<file path="src/rtl/mem_arb_pkg.sv">
// Shared widths, FSM state encoding and owner encoding for the memory arbiter.
// Latency: n/a (declarations only).
// Backpressure: n/a.
package mem_arb_pkg;

    localparam int ADDR_W  = 28;
    localparam int BLOCK_W = 128;

    typedef enum logic [1:0] {
        ST_IDLE    = 2'd0,
        ST_GRANT   = 2'd1,
        ST_RELEASE = 2'd2
    } arb_state_e;

    localparam logic OWN_I = 1'b0;
    localparam logic OWN_D = 1'b1;

endpackage

</file>
<file path="src/rtl/mem_arbiter_if.sv">
// Bundle of the I-cache, D-cache and data-memory block ports around the arbiter.
// Latency: n/a (wires only).
// Backpressure: I_BUSYWAIT / D_BUSYWAIT toward the caches, MEM_BUSYWAIT from memory.
// Modports: slave = arbiter view, master = view of the caches and memory together.
interface mem_arbiter_if;
    import mem_arb_pkg::*;

    logic               I_READ;
    logic [ADDR_W-1:0]  I_ADDRESS;
    logic [BLOCK_W-1:0] I_READDATA;
    logic               I_BUSYWAIT;

    logic               D_READ;
    logic               D_WRITE;
    logic [ADDR_W-1:0]  D_ADDRESS;
    logic [BLOCK_W-1:0] D_WRITEDATA;
    logic [BLOCK_W-1:0] D_READDATA;
    logic               D_BUSYWAIT;

    logic               MEM_READ;
    logic               MEM_WRITE;
    logic [ADDR_W-1:0]  MEM_ADDRESS;
    logic [BLOCK_W-1:0] MEM_WRITEDATA;
    logic [BLOCK_W-1:0] MEM_READDATA;
    logic               MEM_BUSYWAIT;

    modport slave (
        input  I_READ, I_ADDRESS,
        input  D_READ, D_WRITE, D_ADDRESS, D_WRITEDATA,
        input  MEM_READDATA, MEM_BUSYWAIT,
        output I_READDATA, I_BUSYWAIT,
        output D_READDATA, D_BUSYWAIT,
        output MEM_READ, MEM_WRITE, MEM_ADDRESS, MEM_WRITEDATA
    );

    modport master (
        output I_READ, I_ADDRESS,
        output D_READ, D_WRITE, D_ADDRESS, D_WRITEDATA,
        output MEM_READDATA, MEM_BUSYWAIT,
        input  I_READDATA, I_BUSYWAIT,
        input  D_READDATA, D_BUSYWAIT,
        input  MEM_READ, MEM_WRITE, MEM_ADDRESS, MEM_WRITEDATA
    );

endinterface

</file>
<file path="src/rtl/mem_arb_pick.sv">
// Chooses the next bus owner from the I/D request bits (MEM_ARB_ROUND_ROBIN_EN selects policy).
// Latency: purely combinational.
// Backpressure: none; the caller only samples the pick while idle.
// Ports: i_req_i/d_req_i requests, last_owner_i previous grant, grant_vld_o/grant_owner_o result.
module mem_arb_pick
    import mem_arb_pkg::*;
(
    input  logic i_req_i,
    input  logic d_req_i,
    input  logic last_owner_i,
    output logic grant_vld_o,
    output logic grant_owner_o
);

    assign grant_vld_o = i_req_i | d_req_i;

`ifdef MEM_ARB_ROUND_ROBIN_EN
    // On a conflict the side that did not get the previous grant wins.
    always_comb begin
        if (i_req_i && d_req_i) begin
            grant_owner_o = ~last_owner_i;
        end else begin
            grant_owner_o = d_req_i ? OWN_D : OWN_I;
        end
    end
`else
    // Fixed priority: D wins every conflict, history is irrelevant.
    logic unused_last_owner;
    assign unused_last_owner = last_owner_i;
    assign grant_owner_o     = d_req_i ? OWN_D : OWN_I;
`endif

endmodule

</file>
<file path="src/rtl/mem_arbiter.sv">
// Shares one block memory between I-cache and D-cache; optional MEM_ARB_ROUND_ROBIN_EN policy.
// Latency: strobes rise one cycle after the request is seen idle; RELEASE adds one idle cycle.
// Backpressure: each requester stalls on *_BUSYWAIT until its own completion cycle.
// Ports: CLOCK, RESET (sync, active-high), bus (mem_arbiter_if.slave).
module mem_arbiter
    import mem_arb_pkg::*;
(
    input  logic         CLOCK,
    input  logic         RESET,
    mem_arbiter_if.slave bus
);

    localparam logic [1:0] S_IDLE    = ST_IDLE;
    localparam logic [1:0] S_GRANT   = ST_GRANT;
    localparam logic [1:0] S_RELEASE = ST_RELEASE;

    logic [1:0]         state_q, state_d;
    logic               owner_q, owner_d;
    logic               started_q, started_d;
    logic               last_owner_q, last_owner_d;
    logic               mem_read_q, mem_read_d;
    logic               mem_write_q, mem_write_d;
    logic [ADDR_W-1:0]  mem_addr_q, mem_addr_d;
    logic [BLOCK_W-1:0] mem_wdata_q, mem_wdata_d;
    logic [BLOCK_W-1:0] i_rdata_q, i_rdata_d;
    logic [BLOCK_W-1:0] d_rdata_q, d_rdata_d;

    logic i_req, d_req;
    logic pick_vld, pick_owner;
    logic done, done_i, done_d;

    assign i_req = bus.I_READ;
    assign d_req = bus.D_READ | bus.D_WRITE;

    mem_arb_pick u_pick (
        .i_req_i       (i_req),
        .d_req_i       (d_req),
        .last_owner_i  (last_owner_q),
        .grant_vld_o   (pick_vld),
        .grant_owner_o (pick_owner)
    );

    // Memory must have gone busy at least once before a low busywait means "finished";
    // gating with RESET lets both stalls follow the raw requests while in reset.
    assign done   = (state_q == S_GRANT) && started_q && !bus.MEM_BUSYWAIT && !RESET;
    assign done_i = done && (owner_q == OWN_I);
    assign done_d = done && (owner_q == OWN_D);

    always_comb begin
        state_d      = state_q;
        owner_d      = owner_q;
        started_d    = started_q;
        last_owner_d = last_owner_q;
        mem_read_d   = mem_read_q;
        mem_write_d  = mem_write_q;
        mem_addr_d   = mem_addr_q;
        mem_wdata_d  = mem_wdata_q;
        i_rdata_d    = i_rdata_q;
        d_rdata_d    = d_rdata_q;

        case (state_q)
            S_IDLE: begin
                if (pick_vld) begin
                    state_d      = S_GRANT;
                    owner_d      = pick_owner;
                    last_owner_d = pick_owner;
                    started_d    = 1'b0;
                    if (pick_owner == OWN_D) begin
                        // A write-back wins over a read when both are raised.
                        mem_addr_d  = bus.D_ADDRESS;
                        mem_wdata_d = bus.D_WRITEDATA;
                        mem_write_d = bus.D_WRITE;
                        mem_read_d  = ~bus.D_WRITE;
                    end else begin
                        mem_addr_d  = bus.I_ADDRESS;
                        mem_wdata_d = '0;
                        mem_write_d = 1'b0;
                        mem_read_d  = 1'b1;
                    end
                end
            end
            S_GRANT: begin
                if (bus.MEM_BUSYWAIT) begin
                    started_d = 1'b1;
                end
                // Runs to completion even if the owner dropped its request.
                if (done) begin
                    state_d     = S_RELEASE;
                    started_d   = 1'b0;
                    mem_read_d  = 1'b0;
                    mem_write_d = 1'b0;
                    if (mem_read_q) begin
                        if (owner_q == OWN_I) begin
                            i_rdata_d = bus.MEM_READDATA;
                        end else begin
                            d_rdata_d = bus.MEM_READDATA;
                        end
                    end
                end
            end
            S_RELEASE: begin
                state_d = S_IDLE;
            end
            default: begin
                state_d = S_IDLE;
            end
        endcase
    end

    always_ff @(posedge CLOCK) begin
        if (RESET) begin
            state_q      <= S_IDLE;
            owner_q      <= OWN_I;
            started_q    <= 1'b0;
            last_owner_q <= OWN_D;
            mem_read_q   <= 1'b0;
            mem_write_q  <= 1'b0;
            mem_addr_q   <= '0;
            mem_wdata_q  <= '0;
            i_rdata_q    <= '0;
            d_rdata_q    <= '0;
        end else begin
            state_q      <= state_d;
            owner_q      <= owner_d;
            started_q    <= started_d;
            last_owner_q <= last_owner_d;
            mem_read_q   <= mem_read_d;
            mem_write_q  <= mem_write_d;
            mem_addr_q   <= mem_addr_d;
            mem_wdata_q  <= mem_wdata_d;
            i_rdata_q    <= i_rdata_d;
            d_rdata_q    <= d_rdata_d;
        end
    end

    assign bus.MEM_READ      = mem_read_q;
    assign bus.MEM_WRITE     = mem_write_q;
    assign bus.MEM_ADDRESS   = mem_addr_q;
    assign bus.MEM_WRITEDATA = mem_wdata_q;

    assign bus.I_BUSYWAIT = i_req && !done_i;
    assign bus.D_BUSYWAIT = d_req && !done_d;

    // Forward memory data in the completion cycle, then hold the captured copy.
    assign bus.I_READDATA = (done_i && mem_read_q) ? bus.MEM_READDATA : i_rdata_q;
    assign bus.D_READDATA = (done_d && mem_read_q) ? bus.MEM_READDATA : d_rdata_q;

endmodule

</file>
<file path="src/flat_wrapper.sv">
// flat-port wrapper written by rule: the top's interface ports become plain ports
module mem_arbiter_flat import mem_arb_pkg::*;
  (CLOCK, RESET, bus_I_READ, bus_I_ADDRESS, bus_D_READ, bus_D_WRITE, bus_D_ADDRESS, bus_D_WRITEDATA, bus_MEM_READDATA, bus_MEM_BUSYWAIT, bus_I_READDATA, bus_I_BUSYWAIT, bus_D_READDATA, bus_D_BUSYWAIT, bus_MEM_READ, bus_MEM_WRITE, bus_MEM_ADDRESS, bus_MEM_WRITEDATA);
  mem_arbiter_if bus_i ();
  input  logic CLOCK;
  input  logic RESET;
  input wire logic [$bits(bus_i.I_READ)-1:0] bus_I_READ;
  input wire logic [$bits(bus_i.I_ADDRESS)-1:0] bus_I_ADDRESS;
  input wire logic [$bits(bus_i.D_READ)-1:0] bus_D_READ;
  input wire logic [$bits(bus_i.D_WRITE)-1:0] bus_D_WRITE;
  input wire logic [$bits(bus_i.D_ADDRESS)-1:0] bus_D_ADDRESS;
  input wire logic [$bits(bus_i.D_WRITEDATA)-1:0] bus_D_WRITEDATA;
  input wire logic [$bits(bus_i.MEM_READDATA)-1:0] bus_MEM_READDATA;
  input wire logic [$bits(bus_i.MEM_BUSYWAIT)-1:0] bus_MEM_BUSYWAIT;
  output wire logic [$bits(bus_i.I_READDATA)-1:0] bus_I_READDATA;
  output wire logic [$bits(bus_i.I_BUSYWAIT)-1:0] bus_I_BUSYWAIT;
  output wire logic [$bits(bus_i.D_READDATA)-1:0] bus_D_READDATA;
  output wire logic [$bits(bus_i.D_BUSYWAIT)-1:0] bus_D_BUSYWAIT;
  output wire logic [$bits(bus_i.MEM_READ)-1:0] bus_MEM_READ;
  output wire logic [$bits(bus_i.MEM_WRITE)-1:0] bus_MEM_WRITE;
  output wire logic [$bits(bus_i.MEM_ADDRESS)-1:0] bus_MEM_ADDRESS;
  output wire logic [$bits(bus_i.MEM_WRITEDATA)-1:0] bus_MEM_WRITEDATA;
  assign bus_i.I_READ = bus_I_READ;
  assign bus_i.I_ADDRESS = bus_I_ADDRESS;
  assign bus_i.D_READ = bus_D_READ;
  assign bus_i.D_WRITE = bus_D_WRITE;
  assign bus_i.D_ADDRESS = bus_D_ADDRESS;
  assign bus_i.D_WRITEDATA = bus_D_WRITEDATA;
  assign bus_i.MEM_READDATA = bus_MEM_READDATA;
  assign bus_i.MEM_BUSYWAIT = bus_MEM_BUSYWAIT;
  assign bus_I_READDATA = bus_i.I_READDATA;
  assign bus_I_BUSYWAIT = bus_i.I_BUSYWAIT;
  assign bus_D_READDATA = bus_i.D_READDATA;
  assign bus_D_BUSYWAIT = bus_i.D_BUSYWAIT;
  assign bus_MEM_READ = bus_i.MEM_READ;
  assign bus_MEM_WRITE = bus_i.MEM_WRITE;
  assign bus_MEM_ADDRESS = bus_i.MEM_ADDRESS;
  assign bus_MEM_WRITEDATA = bus_i.MEM_WRITEDATA;
  mem_arbiter u_core (.CLOCK(CLOCK), .RESET(RESET), .bus(bus_i));
endmodule
</file>
<file path="config.mk">
export PLATFORM = sky130hd
export DESIGN_NAME = mem_arbiter_flat
export DESIGN_NICKNAME = d
export VERILOG_FILES = /design/src/rtl/mem_arb_pkg.sv /design/src/rtl/mem_arbiter_if.sv /design/src/rtl/mem_arb_pick.sv /design/src/rtl/mem_arbiter.sv /design/src/flat_wrapper.sv
export SDC_FILE = /design/constraint.sdc
export NUM_CORES = 1
export LEC_CHECK = 0
export CAP_MARGIN = 5
export CORE_AREA = 5 5 284 286
export DETAILED_ROUTE_END_ITERATION = 7
export DIE_AREA = 0 0 289 291
export GPL_TIMING_DRIVEN = 0
export PLACE_DENSITY = 0.53
export SLEW_MARGIN = 10
export SYNTH_ARGS = -nofsm -noshare
export SYNTH_HDL_FRONTEND = slang
export SYNTH_HIERARCHICAL = 1
export SYNTH_SLANG_ARGS = --single-unit
export TNS_END_PERCENT = 5
</file>
<file path="constraint.sdc">
create_clock -name CLOCK -period 4.4 [get_ports CLOCK]
set_clock_uncertainty 0.1 [all_clocks]
set_input_delay 0.66 -clock CLOCK [delete_from_list [all_inputs] [get_ports CLOCK]]
set_output_delay 0.66 -clock CLOCK [all_outputs]
set_load 0.05 [all_outputs]
</file>
-- Word-level counts from Yosys, hierarchy flattened
Index checks and enable logic that the tools add are counted.
- register bits after elaboration: 418
- bits of input ports: 318
- word-level logic and storage cells: 57
- equality and inequality tests: 4
- multiplexer cells: 19
- bitwise operators: 4
- reductions and logical operators: 21
- operator list (cell ; count):
    128-bit 2-to-1 mux ; 3
    28-bit 2-to-1 mux ; 1
    1-bit logical AND ; 9
    1-bit 2-to-1 mux ; 9
    4-bit AND reduction ; 2
    1-bit one-hot mux with 2 select lines ; 3
    3-bit AND reduction ; 2
    1-bit zero test ; 4
    2-bit 2-to-1 mux ; 2
    2-bit by 1-bit != test with 1-bit output, second input constant ; 2
    2-bit one-hot mux with 2 select lines ; 1
    2-bit AND reduction ; 2
    3-bit by 2-bit != test with 1-bit output, second input constant ; 1
    2-bit by 1-bit == test with 1-bit output, second input constant ; 1
    2-bit zero test ; 1
    1-bit inverter ; 2
    1-bit bitwise OR ; 2
    2-bit nonzero test ; 1

-- Longest topological paths before layout
Gate-level depths: netlist (run 1).
- depth after elaboration: 7
- mapped depth: 8
- mapped depth without buffers: 5

-- Modules after synthesis
The synthesis (run 1) kept the hierarchy.
- by module, submodules not included (module ; times used ; cells each ; area each (sq um) ; sequential area each (sq um)):
    mem_arbiter ; 1 ; 1969 ; 19235.9 ; 8388.0
    mem_arb_pick ; 1 ; 2 ; 13.8 ; 0.0

-- Worst setup path before layout (run 1)
OpenSTA, ideal clock, no wires.
- kind: input port to output port
- start: input port RESET
- end: output port bus_D_BUSYWAIT
- data arrival time: 2576 ps
- required time: 3640 ps
- slack: 1064 ps
- cell stages on the path: 5
- cell sequence: clkbuf_1 > clkbuf_1 > clkbuf_1 > nor2_1 > a21boi_0
- longest elaborated chain between the ends: 5
- ends and longest elaborated chain (what ; line ; source):
    start, declared ; flat_wrapper.sv:6 ; input logic RESET;
    1-bit zero test ; mem_arbiter.sv:45 ; assign done = (state_q == S_GRANT) && started_q && !bus.MEM_BUSYWAIT && !RESET;
    1-bit logical AND ; mem_arbiter.sv:45 ;
    1-bit logical AND ; mem_arbiter.sv:47 ; assign done_d = done && (owner_q == OWN_D);
    1-bit zero test ; mem_arbiter.sv:142 ; assign bus.D_BUSYWAIT = d_req && !done_d;
    1-bit logical AND ; mem_arbiter.sv:142 ;
    end, declared ; flat_wrapper.sv:18 ; output wire logic [$bits(bus_i.D_BUSYWAIT)-1:0] bus_D_BUSYWAIT;
No other way between the ends.

-- Final worst setup path (run 1)
- start: input port bus_MEM_BUSYWAIT
- end: output port bus_D_READDATA[93]
- longest elaborated chain between the ends: 6
- ends and longest elaborated chain (what ; line ; source):
    start, declared ; flat_wrapper.sv:14 ; input wire logic [$bits(bus_i.MEM_BUSYWAIT)-1:0] bus_MEM_BUSYWAIT;
    1-bit zero test ; mem_arbiter.sv:45 ;
    1-bit logical AND (2 in series) ; mem_arbiter.sv:45 ;
    1-bit logical AND ; mem_arbiter.sv:47 ;
    1-bit logical AND ; mem_arbiter.sv:146 ; assign bus.D_READDATA = (done_d && mem_read_q) ? bus.MEM_READDATA : d_rdata_q;
    128-bit 2-to-1 mux ; mem_arbiter.sv:146 ;
    end, declared ; flat_wrapper.sv:17 ; output wire logic [$bits(bus_i.D_READDATA)-1:0] bus_D_READDATA;
No other way between the ends.

==> summary.md, run 1 <==
| Metric | Value |
|---|---|
| RSZ-0062 raised after global routing | `true` |
| IR drop worst, VDD | `slightly above 0.3 mV` |
| CP delay by family, top | `buffers and inverters` |
| Fin. max-slew vios | `0` |
| I/O Pins | `734` |
| Most frequent CP cell | `clkdlybuf4s50_1` |
| Row count | `103` |
| Area Overhead vs Synth | `53.5%` |
| Gate Count Post-Synth | `just under 2000` |
| Hold Path Class | `reg2reg` |
| Clock buffer depth | `3` |
| CP startpoint kind | `input pin` |
| Worst path max stage delay | `0.74 ns` |
| R2R depth | `5` |
| Die Y | `291 um` |
| Synth warn | `6` |
| WL/cell | `21.9 um` |
| Max Cap Viol | `0` |
| Nets | `about 3100` |
| Max FO, Critical Path | `10` |
| Fin cells | `between 3000 and 4000` |
| Endpoint of the worst-slack reg-to-reg timing path | `u_core/bus.MEM_WRITEDATA[98]` |
| Min cycle time layout | `4.28 ns` |
| Starting Density | `24.6%` |
| Post-Route WL | `84.3 mm` |
| Max Fclk | `approximately 230 MHz` |
| Initial antenna violation count | `16` |
| Crit path DAT | `3.52 ns` |
| CTS Buf Count | `49` |
| Reg area | `8370 um2` |
| Post-route setup slack | `0.123 ns` |
| Leak | `13.6 nW` |
| Core area | `78100 um2` |
| Worst skew pair latency | `between 0.5 and 0.6 ns` |
| Syn_nets | `2286` |
| Antenna viol nets, final | `0` |
| Hold Path Depth | `2` |
| I/O Buffers | `around 730` |
| Fraction of layout cells with a size suffix above 1 | `between 10 and 15%` |
| Die area | `between 80000 and 90000 um2` |
| Min-delay src | `u_core/bus.MEM_WRITEDATA[56]` |
| # hold bufs at CTS | `0` |
| Wire length of the first global-routing pass | `122 mm` |
| Vias in the first global route | `approximately 18000` |
| Multi-input gate area | `a little under 10000 um2` |
| Tcrit/Tclk final | `between 90% and 100%` |
| CP cell instances | `clkdlybuf4s50_1 -> and3b_1 -> nand4_1 -> buf_4 -> buf_2 -> mux2_2 -> clkdlybuf4s50_1` |
| Power Dens Cells | `318 nW/um2` |
| CTS Sinks | `418` |
| Routed vias/inst | `4.47` |
| Residual DRC | `0` |
| Worst reg2reg startpoint | `u_core/state_q[1]` |
| Final Hold Viols | `0` |
| FF-to-FF setup slack | `1.96 ns` |
| Largest net degree at the start of global routing | `13` |
| GRT overflow | `0` |
| Placed cells | `3750` |
| Vias | `17200` |
| CTS clk-pin slew, worst paths | `~0.06 ns` |
| CTS tree | `built` |
| Worst EP required | `approximately 3.6 ns` |
| Slew Limit Headroom | `21.7%` |
| Die width | `289 um` |
| H-tree Lvls | `2` |
| Buffers and inverters on the worst path | `4` |
| DP HPWL | `65.9 mm` |
| CP Class | `in2out` |
| Drt first pass iters | `5` |
| Clk root buf | `clkbuf_16` |
| Synth Cell Area | `approximately 19000 um2` |
| Worst-Margin Slew | `around 1.2 ns` |
| Syn Area/Cell | `9.77 um2` |
| Overall power | `0.00937 W` |
| Final setup fails | `0` |
| GRT Total Usage | `18.9%` |
| Drt initial violations | `559` |
| Levels on crit path | `7` |
| CP max-delay cell | `clkdlybuf4s50_1` |
| GP Congestion | `0.913` |
| Filler cell count | `7850` |
| DP Worst Slack | `-0.227 ns` |
| CP Capture Type | `primary output` |
| Status | `finished clean` |
| Hold Path End | `u_core/bus.MEM_WRITEDATA[56]` |
-- where the power goes --
part / switching [W] / internal, W / total, W
clock network: 0.00167 / 0.00233 / 0.00400
logic: 0.000839 / 0.000584 / 0.00142
registers: 0.0000570 / 0.00389 / 0.00395
total: 0.00257 / 0.00681 / 0.00937
-- state kept, by name, summed over array words and instances (netlist names) --
signal / count
u_core/d_rdata_q: 128
u_core/bus.MEM_WRITE: 1
u_core/started_q: 1
u_core/owner_q: 1
u_core/state_q: 2
u_core/bus.MEM_READ: 1
u_core/bus.MEM_WRITEDATA: 128
u_core/bus.MEM_ADDRESS: 28
u_core/i_rdata_q: 128
-- layout make-up --
cell class	count	area share [%]
Multi-Input combinational cell	1280	32.8
Sequential cell	418	28.4
Timing Repair Buffer	732	25.0
Clock buffer	76	5.08
Tap cell	1050	4.45
Buffer	159	2.62
Inverter	111	1.41
Clock inverter	13	0.250
Antenna cell	4	0.0339
-- stage by stage --
stage	instance area (um2)	util [%]	hold WS, ns	TNS, ns
floorplan	19200	-	0.348	0
global placement	27900	35.7	0.339	-2.56
detailed placement	27900	35.7	0.343	-2.45
CTS	29400	37.7	0.351	0
global route	29500	37.8	0.362	-0.000175
finish	29500	37.8	0.348	0
-- layer usage --
metal / up-vias / GRT usage [%] / wire [um]
met5: - / 0 / 110
met4: 16 / 4.80 / 2210
met3: 127 / 7.43 / 8190
met2: 598 / 33.9 / 42000
met1: 8217 / 20.9 / 31800
li1: 8204 / - / -
-- placed cells by master, fill, tap and decap left out, types with 2 or more instances in the layout --
| cell type | count |
|---|---|
| diode_2 | 4 |
| buf_4 | 4 |
| mux2i_1 | 284 |
| a211oi_1 | 28 |
| mux2_1 | 37 |
| a21oi_1 | 132 |
| buf_6 | 10 |
| clkbuf_1 | 89 |
| clkinv_2 | 10 |
| nand2b_1 | 273 |
| nand2_1 | 132 |
| nor2_1 | 31 |
| clkbuf_16 | 51 |
| clkdlybuf4s50_1 | 711 |
| dlymetal6s2s_1 | 19 |
| inv_1 | 111 |
| buf_1 | 2 |
| clkbuf_8 | 13 |
| mux2_2 | 219 |
| buf_2 | 63 |
| nand3_1 | 131 |
| clkinvlp_4 | 2 |
| dlygate4sd2_1 | 2 |
| clkbuf_4 | 2 |
| dfxtp_1 | 418 |
-- timing repair --
item,CTS,global route
resized for setup,6,21
setup buffers,0,0
setup endpoints to repair,43,28
-- worst max path at each step --
stage	startpoint	to	slack, ns
after floorplan	RESET	bus_D_BUSYWAIT	1.06
after global placement	bus_MEM_BUSYWAIT	bus_D_READDATA[100]	-0.24
after detailed placement	bus_MEM_BUSYWAIT	bus_D_READDATA[100]	-0.23
after CTS	bus_MEM_BUSYWAIT	bus_I_READDATA[124]	0.009
after global routing	bus_MEM_BUSYWAIT	bus_D_READDATA[93]	-0.0002
final	bus_MEM_BUSYWAIT	bus_D_READDATA[93]	0.12
-- tightest hold or removal path, cell delays in order, from the launching register on --
cell     delay (ns)
dfxtp_1        0.31
nand2_1        0.05
a21oi_1        0.05
(Power assumes the default switching activity.)
==> run 2, diff against run 1 <==
CORE_AREA = 2 2 290 292   (was 5 5 284 286)
DIE_AREA = 0 0 292 294   (was 0 0 289 291)
PLACE_DENSITY = 0.45   (was 0.53)
==> run 2 against run 1 <==
Effect of this change: cell count is 0.86% higher; wire length is 2.7% higher; worst setup slack got worse by 0.0019 ns; sequential power is essentially flat; fmax barely moved; sequential cell count stayed put; worst hold slack improved by 0.0031 ns; critical path type unchanged; highest routed layer unchanged.
==> summary.md, run 2 (synthesized netlist as in run 1, its figures left out) <==
| Metric | Value |
|---|---|
| Most frequent CP cell | `clkdlybuf4s50_1` |
| CP Class | `in2out` |
| Drt initial violations | `between 400 and 500` |
| Vias | `17200` |
| Tcrit/Tclk final | `between 90% and 100%` |
| Clock buffer depth | `3` |
| Die area | `about 86000 um2` |
| Antenna viol nets, final | `0` |
| Filler cell count | `roughly 8400` |
| Row count | `approximately 110` |
| RSZ-0062 raised after global routing | `false` |
| Vias in the first global route | `18100` |
| Fin. max-slew vios | `0` |
| CP delay by family, top | `buffers and inverters` |
| Post-Route WL | `86.6 mm` |
| Worst path max stage delay | `0.96 ns` |
| Residual DRC | `0` |
| Final Util | `a little over a third` |
| GRT Total Usage | `19.3%` |
| Final Hold Viols | `0` |
| Crit path DAT | `3.52 ns` |
| Worst EP required | `3.64 ns` |
| GP Congestion | `0.946` |
| Max Fclk | `between 200 and 250 MHz` |
| GRT overflow | `0` |
| I/O Buffers | `732` |
| Final setup fails | `0` |
| # hold bufs at CTS | `0` |
| CTS tree | `built` |
| Power Dens Cells | `326 nW/um2` |
| Drt first pass iters | `4` |
| Area Overhead vs Synth | `55.1%` |
| Leak | `14.8 nW` |
| Routed vias/inst | `4.43` |
| IR drop worst, VDD | `approximately 0.27 mV` |
| Max FO, Critical Path | `10` |
| CP cell instances | `clkdlybuf4s50_1 -> and3b_1 -> nand4b_1 -> buf_4 -> buf_6 -> mux2_2 -> clkdlybuf4s50_1` |
| Initial antenna violation count | `21` |
| Nets | `about 3100` |
| CP startpoint kind | `input pin` |
| Fraction of layout cells with a size suffix above 1 | `13.6%` |
| Critical Path Start | `bus_MEM_BUSYWAIT` |
| Worst reg2reg startpoint | `u_core/state_q[1]` |
| Status | `finished clean` |
| Post-route setup slack | `0.121 ns` |
| I/O Pins | `734` |
| CP max-delay cell | `clkdlybuf4s50_1` |
| Post-CTS setup buffer count | `0` |
| Max Cap Viol | `0` |
| Die width | `292 um` |
| Wire length of the first global-routing pass | `123 mm` |
| Hold Path Class | `reg2reg` |
| Most frequent cells in the layout | `638 x clkdlybuf4s50_1, 418 x dfxtp_1, 284 x mux2i_1, 273 x nand2b_1, 219 x mux2_2` |
| Most common library cell in the layout ignoring fill and taps | `clkdlybuf4s50_1` |
| Min-delay src | `u_core/bus.MEM_WRITEDATA[116]` |
| Core area | `approximately 83000 um2` |
| Die Y | `between 200 and 300 um` |
| DP HPWL | `67.8 mm` |
| H-tree Lvls | `2` |
| CP Capture Type | `primary output` |
| Min cycle time layout | `4.28 ns` |
| WL/cell | `around 22 um` |
| CTS clk-pin slew, worst paths | `0.05 ns` |
| CTS Buf Count | `between 50 and 60` |
| Buffers and inverters on the worst path | `4` |
| Slew Limit Headroom | `20.5%` |
| CTS Sinks | `approximately 420` |
| Worst skew pair latency | `0.60 ns` |
| DP Worst Slack | `-0.262 ns` |
| Worst-Margin Slew | `around 1.2 ns` |
| Clk root buf | `clkbuf_16` |
| Starting Density | `23.2%` |
| Largest net degree at the start of global routing | `14` |
| Post-route setup TNS | `0 ns` |
## run 2: cell count changes in the layout (fill, tap and decap cells not counted), moves of 2 or more
cell	before	now
clkinvlp_4	2	0
dlymetal6s2s_1	19	74
clkbuf_8	13	16
bufinv_16	0	3
buf_4	4	6
dlygate4sd2_1	2	20
clkdlybuf4s50_1	711	638
clkinv_2	10	3
clkbuf_1	89	93
## run 2: repair_timing
item                                    CTS  global route
endpoints found under the setup margin  151            75
endpoints found under the hold margin     0             0
resized for setup                        26            75
## run 2: path summary, 6_finish.rpt
| check | end | slack, ns | depth (start not counted) |
|---|---|---|---|
| worst max-delay path | bus_I_READDATA[91] | 0.12 | 7 |
| worst min-delay path | u_core/bus.MEM_WRITEDATA[116] | 0.35 | 2 |
| worst max register to register | u_core/bus.MEM_WRITEDATA[32] | 2.00 | 5 |
| worst min register to register | u_core/bus.MEM_WRITEDATA[116] | 0.35 | 2 |
## run 2: worst reg2reg max path, cell delays in order (launching register included)
cell and delay (ns):
dfxtp_1 0.36, nor3b_2 0.56, clkbuf_1 0.60, buf_2 0.34, nand3_1 0.18, a21oi_1 0.20
## run 2: report_power, final
part	leakage (nW)	switching, W	total (W)	internal (W)
Sequential	3.39	0.0000584	0.00395	0.00389
Clock	0.844	0.00173	0.00435	0.00261
Combinational	10.5	0.000838	0.00142	0.000583
Total	14.8	0.00263	0.00971	0.00709
## run 2: area by class of cell
cell class	instances	area (um2)	share of cell area, %
Antenna cell	3	7.51	0.0252
Buffer	159	777	2.61
Clock buffer	84	1580	5.31
Clock inverter	9	139	0.466
Inverter	111	417	1.40
Multi-Input combinational cell	1280	9680	32.5
Sequential cell	418	8370	28.1
Tap cell	1080	1350	4.53
Timing Repair Buffer	732	7490	25.1
## run 2: layer usage
layer / wire [um] / vias to the layer above / share of wire [%] / track usage, %
li1: - / 8219 / - / -
met1: 32200 / 8237 / 37 / 20.0
met2: 44000 / 552 / 51 / 35.3
met3: 7870 / 132 / 9.1 / 7.95
met4: 2360 / 28 / 2.7 / 5.72
met5: 176 / - / 0.20 / 0
## run 2: metrics by stage
stage	area, um2	total power [W]	hold WS [ns]	instances
3_3_place_gp	27900	0.00545	0.340	3780
2_1_floorplan	19200	0.00474	0.348	1968
3_5_place_dp	27900	0.00546	0.342	3780
6_report	29800	0.00971	0.351	3876
4_1_cts	29600	0.00989	0.350	3873
5_1_grt	29800	0.0101	0.369	3876
